$ cat src/rtl/dff_mem_fifo.sv
// Flip-flop memory with run-time RAM / FIFO mode, registered read port
// behind a valid/ready handshake, occupancy and sticky error flags.
module dff_mem_fifo #(
    parameter int DATA_W = 8,
    parameter int ADDR_W = 4
) (
    input  logic              clk,
    input  logic              rst,
    input  logic              mode,
    input  logic              clr,
    input  logic              wr_valid,
    output logic              wr_ready,
    input  logic [ADDR_W-1:0] wr_addr,
    input  logic [DATA_W-1:0] wr_data,
    input  logic              rd_req,
    input  logic [ADDR_W-1:0] rd_addr,
    output logic              out_valid,
    input  logic              out_ready,
    output logic [DATA_W-1:0] out_data,
    output logic [ADDR_W:0]   count,
    output logic              empty,
    output logic              full,
    output logic              ovf,
    output logic              udf
);

    localparam int DEPTH = 2 ** ADDR_W;
    localparam logic [ADDR_W:0] LP_DEPTH = (ADDR_W + 1)'(DEPTH);

    logic [DATA_W-1:0] r_mem [DEPTH];
    logic [ADDR_W-1:0] r_wptr;
    logic [ADDR_W-1:0] r_rptr;
    logic [ADDR_W:0]   r_count;
    logic              r_ovf;
    logic              r_udf;
    logic              r_mode_q;
    logic              r_out_valid;
    logic [DATA_W-1:0] r_out_data;

    logic              w_block;
    logic              w_rd_slot;
    logic              w_empty;
    logic              w_full;
    logic              w_push;
    logic              w_pop;
    logic              w_ram_wr;
    logic              w_ram_rd;
    logic              w_wr_en;
    logic              w_rd_fire;
    logic [ADDR_W-1:0] w_wr_idx;
    logic [ADDR_W-1:0] w_rd_idx;

    // A mode change is treated like clr so the new mode starts from a clean state.
    assign w_block   = clr || (mode != r_mode_q);
    assign w_rd_slot = !r_out_valid || out_ready;
    assign w_empty   = (r_count == '0);
    assign w_full    = (r_count == LP_DEPTH);

    assign wr_ready  = !w_block && (!mode || !w_full);

    assign w_push    = mode && wr_valid && wr_ready;
    assign w_pop     = !w_block && mode && rd_req && !w_empty && w_rd_slot;
    assign w_ram_wr  = !w_block && !mode && wr_valid;
    assign w_ram_rd  = !w_block && !mode && rd_req && w_rd_slot;

    assign w_wr_en   = w_push || w_ram_wr;
    assign w_rd_fire = w_pop || w_ram_rd;
    assign w_wr_idx  = mode ? r_wptr : wr_addr;
    assign w_rd_idx  = mode ? r_rptr : rd_addr;

    always_ff @(posedge clk) begin
        if (w_wr_en) begin
            r_mem[w_wr_idx] <= wr_data;
        end
    end

    always_ff @(posedge clk or posedge rst) begin
        if (rst) begin
            r_wptr   <= '0;
            r_rptr   <= '0;
            r_count  <= '0;
            r_ovf    <= 1'b0;
            r_udf    <= 1'b0;
            r_mode_q <= 1'b0;
        end else if (w_block) begin
            r_wptr   <= '0;
            r_rptr   <= '0;
            r_count  <= '0;
            r_ovf    <= 1'b0;
            r_udf    <= 1'b0;
            r_mode_q <= mode;
        end else if (mode) begin
            if (w_push) begin
                r_wptr <= r_wptr + 1'b1;
            end
            if (w_pop) begin
                r_rptr <= r_rptr + 1'b1;
            end
            case ({w_push, w_pop})
                2'b10:   r_count <= r_count + 1'b1;
                2'b01:   r_count <= r_count - 1'b1;
                default: r_count <= r_count;
            endcase
            if (wr_valid && w_full) begin
                r_ovf <= 1'b1;
            end
            if (rd_req && w_empty) begin
                r_udf <= 1'b1;
            end
        end
    end

    // Read-before-write falls out of sampling r_mem with non-blocking updates.
    always_ff @(posedge clk or posedge rst) begin
        if (rst) begin
            r_out_valid <= 1'b0;
            r_out_data  <= '0;
        end else if (w_block) begin
            r_out_valid <= 1'b0;
        end else if (w_rd_fire) begin
            r_out_valid <= 1'b1;
            r_out_data  <= r_mem[w_rd_idx];
        end else if (r_out_valid && out_ready) begin
            r_out_valid <= 1'b0;
        end
    end

    assign out_valid = r_out_valid;
    assign out_data  = r_out_data;
    assign count     = r_count;
    assign empty     = w_empty;
    assign full      = w_full;
    assign ovf       = r_ovf;
    assign udf       = r_udf;

endmodule

$ cat config.mk
export PLATFORM = sky130hd
export DESIGN_NAME = dff_mem_fifo
export DESIGN_NICKNAME = d
export VERILOG_FILES = /design/src/rtl/dff_mem_fifo.sv
export SDC_FILE = /design/constraint.sdc
export NUM_CORES = 1
export LEC_CHECK = 0
export BUFFER_PORTS_ARGS = -buffer_cell sky130_fd_sc_hd__buf_4
export CAP_MARGIN = 20
export CORE_ASPECT_RATIO = 0.9
export CORE_MARGIN = 3
export CORE_UTILIZATION = 55
export DETAILED_ROUTE_END_ITERATION = 12
export PLACE_DENSITY = 0.77
export SLEW_MARGIN = 0
export SYNTH_ARGS = -nofsm -noshare
export SYNTH_HDL_FRONTEND = slang
export SYNTH_SLANG_ARGS = --single-unit
$ cat constraint.sdc
create_clock -name clk -period 4 [get_ports clk]
set_input_delay 0.4 -clock clk [delete_from_list [all_inputs] [get_ports clk]]
set_output_delay 0.4 -clock clk [all_outputs]
set_load 0.1 [all_outputs]
==> flow_summary.json <==
{
  "synth_top_area_share": 0.597,
  "seq_area_frac_synth": 0.694,
  "grt_start_max_net_pins": 33,
  "cp_num_buf_inv": 0,
  "cts_tree": "yes",
  "crit_fanout": 11,
  "clkTransAtPathRegs_ps": 60,
  "hold_viol": 0,
  "ys_ff_latch": 153,
  "crit_top_cell": "a21oi_1",
  "root_buffer": "clkbuf_16",
  "fmax_mhz": 303,
  "path_cells": "or4_1 -> a2111o_4 -> nor2_1 -> xnor2_1 -> ha_1 -> or3_1 -> a21oi_1 -> a21oi_1 -> a2bb2oi_1 -> o221ai_1",
  "place_ws_ps": 734,
  "place.gp.congestion": 0.890,
  "finalCritPeriodShare": 0.824,
  "dpl_cell_area_mm2": 0.00692,
  "start_util": 0.579,
  "drc_errors": 0,
  "ys.flop_type": "edfxtp_1",
  "die_h_um": 109,
  "hp-class": "in2reg",
  "ios": 42,
  "clock_latency_ps": 420,
  "synthCells": 383,
  "drv_slew": 0,
  "ctsResizeCount": 0,
  "critPathSlowestCell": "or4_1",
  "grt_usage": 0.219,
  "stdcell_area_mm2": 0.00753,
  "syn-num-nets": 410,
  "die_w_um": 120,
  "power-per-cell-area_mw_per_mm2": 493,
  "vias": 3719,
  "fin_nets": 465,
  "core_area_mm2": 0.0111,
  "crit_family": "simple AND/OR/NAND/NOR gates",
  "dr.pass1.iters": 5,
  "die_area_mm2": 0.0130,
  "grt_pass1_wl_mm": 20.9,
  "clock_path_buffers": 2,
  "drt-wirelength-per-cell_um": 21.9,
  "crit_cells": 10,
  "ys_warn_count": 0,
  "fin_skew_ps": 8.89,
  "finalSetupTns_ps": 0,
  "cts.sinks": 153,
  "maxCapViolations": 0,
  "worstMarginPinSlew_ps": 982,
  "crit_arrival_ps": 3570,
  "cts_made_buffers": 17,
  "grt_pass1_vias": 3689,
  "diodes": 0,
  "portBuffers": 41,
  "critPathMaxStageDelay_ps": 680,
  "async_flop_share": 0.163,
  "yosysUniqueCellTypes": 58,
  "cp_data_required_time_ps": 4270,
  "rsz0062_at_grt": "false",
  "synth_area_leaders": "edfxtp_1 60%, mux4_2 10%, dfrtp_1 9.7%",
  "crit_type": "reg2reg",
  "layout_setup_ws_ps": 703,
  "ir_worst_vdd_mv": 0.540,
  "relSlewSlack": 0.344,
  "viasPerCell": 6.17,
  "num_rows": 36,
  "area_delta_synth_final_pct": 16.9,
  "p_leak_nw": 2.62,
  "syn_area_mm2": 0.00644,
  "min_period_ps": 3300,
  "worst_r2r_path_depth": 10,
  "drive_gt1_frac": 0.295,
  "hpwl_mm": 8.65,
  "antenna_found_initial": 0,
  "synth_edf_count": 128,
  "crit_path_start_kind": "register",
  "holdPathStages": 2,
  "routed_wl_mm": 13.2,
  "first_iter_violations": 409,
  "htree_levels": 4,
  "finalSetupViolations": 0,
  "rrSetupSlack_ps": 700,
  "synth_top_area_cell": "edfxtp_1",
  "ant_nets": 0,
  "critPathCaptureType": "register",
  "synth_area_per_cell_um2": 16.8,
  "overflow": 0,
  "status": "completed"
}
power by group:
group          internal, mW  leakage [nW]  total [mW]  switching [mW]
clock                 0.867         0.271        1.53           0.662
combinational         0.115         0.865       0.410           0.296
sequential             1.76          1.48        1.77          0.0136
total                  2.74          2.62        3.71           0.971
repair_timing:
action / CTS / global route
hold buffers: 0 / 1
hold endpoints to repair: 0 / 1
setup endpoints to repair: 0 / 0
buffers inserted: 0 / 0
flip-flops by register name, indices dropped and copies added, names as in the netlist:
signal,cells
r_rptr,4
r_wptr,4
ovf,1
r_mode_q,1
count,5
udf,1
out_data,8
out_valid,1
r_mem,128
cells in the mapped netlist (all sizes together) (5+ instances only):
cell type,instances
a21oi,11
a22oi,17
a31oi,5
buf,8
dfrtp,25
edfxtp,128
inv,9
mux2,14
mux4,30
nand2,24
nand2b,5
nor2,31
o21ai,8
logic make-up after synthesis:
family                     Yosys count  synth area share
DFF                                153             0.694
and+or+nand+nor                     88            0.0671
AOI/OAI and AO/OA                   67            0.0785
muxes                               45             0.131
buffers and inverters               21            0.0146
xor gates and xnor gates             5           0.00680
adders and majority gates            4           0.00777
metrics by stage:
step / total power, mW / instances / util / hold WS, ps
6_report: 3.71 / 603 / 0.677 / 194
5_1_grt: 3.81 / 603 / 0.677 / 199
4_1_cts: 3.72 / 601 / 0.673 / 180
3_5_place_dp: 2.21 / 569 / 0.622 / 498
3_3_place_gp: 2.21 / 569 / 0.622 / 478
2_1_floorplan: 2.09 / 383 / - / 427
routing by layer:
metal / wire [um] / vias to the layer above / global-route usage
li1: - / 1656 / -
met3: 1070 / 18 / 0.0607
met1: 5780 / 1877 / 0.322
met5: 0 / - / 0
met4: 184 / 0 / 0.0613
met2: 6200 / 168 / 0.326
worst paths after layout:
path | from | endpoint
max | count[2]$_DFFE_PP0P_ | count[4]$_DFFE_PP0P_
min | clr | udf$_DFFE_PP0P_
max reg2reg | count[2]$_DFFE_PP0P_ | count[4]$_DFFE_PP0P_
min reg2reg | out_data[6]$_DFFE_PP0P_ | out_data[6]$_DFFE_PP0P_
max in group asynchronous | rst | r_wptr[3]$_DFFE_PP0P_
min in group asynchronous | rst | out_data[7]$_DFFE_PP0P_
cells in the final DEF, fill, tap and decap left out, drive strengths merged, types with 4 or more instances in the layout:
| cell | Yosys | final |
|---|---|---|
| a21oi | 11 | 11 |
| mux2 | 14 | 14 |
| buf | 8 | 47 |
| nand3 | 4 | 4 |
| clkinv | 0 | 7 |
| nand2b | 5 | 5 |
| a22oi | 17 | 17 |
| clkbuf | 4 | 17 |
| edfxtp | 128 | 128 |
| inv | 9 | 12 |
| ha | 4 | 4 |
| nand2 | 24 | 24 |
| clkinvlp | 0 | 4 |
| nor2 | 31 | 31 |
| o21ai | 8 | 8 |
| o22ai | 4 | 4 |
| a31oi | 5 | 5 |
| mux4 | 30 | 30 |
| dfrtp | 25 | 25 |
layout make-up:
cell class,count,area [um^2]
Multi-Input combinational cell,209,1880
Tap cell,152,190
Timing Repair Buffer,48,383
Clock inverter,15,145
Sequential cell,153,4470
Inverter,9,37.5
Fill cell,724,3600
Clock buffer,17,425
(Power assumes the default switching activity.)
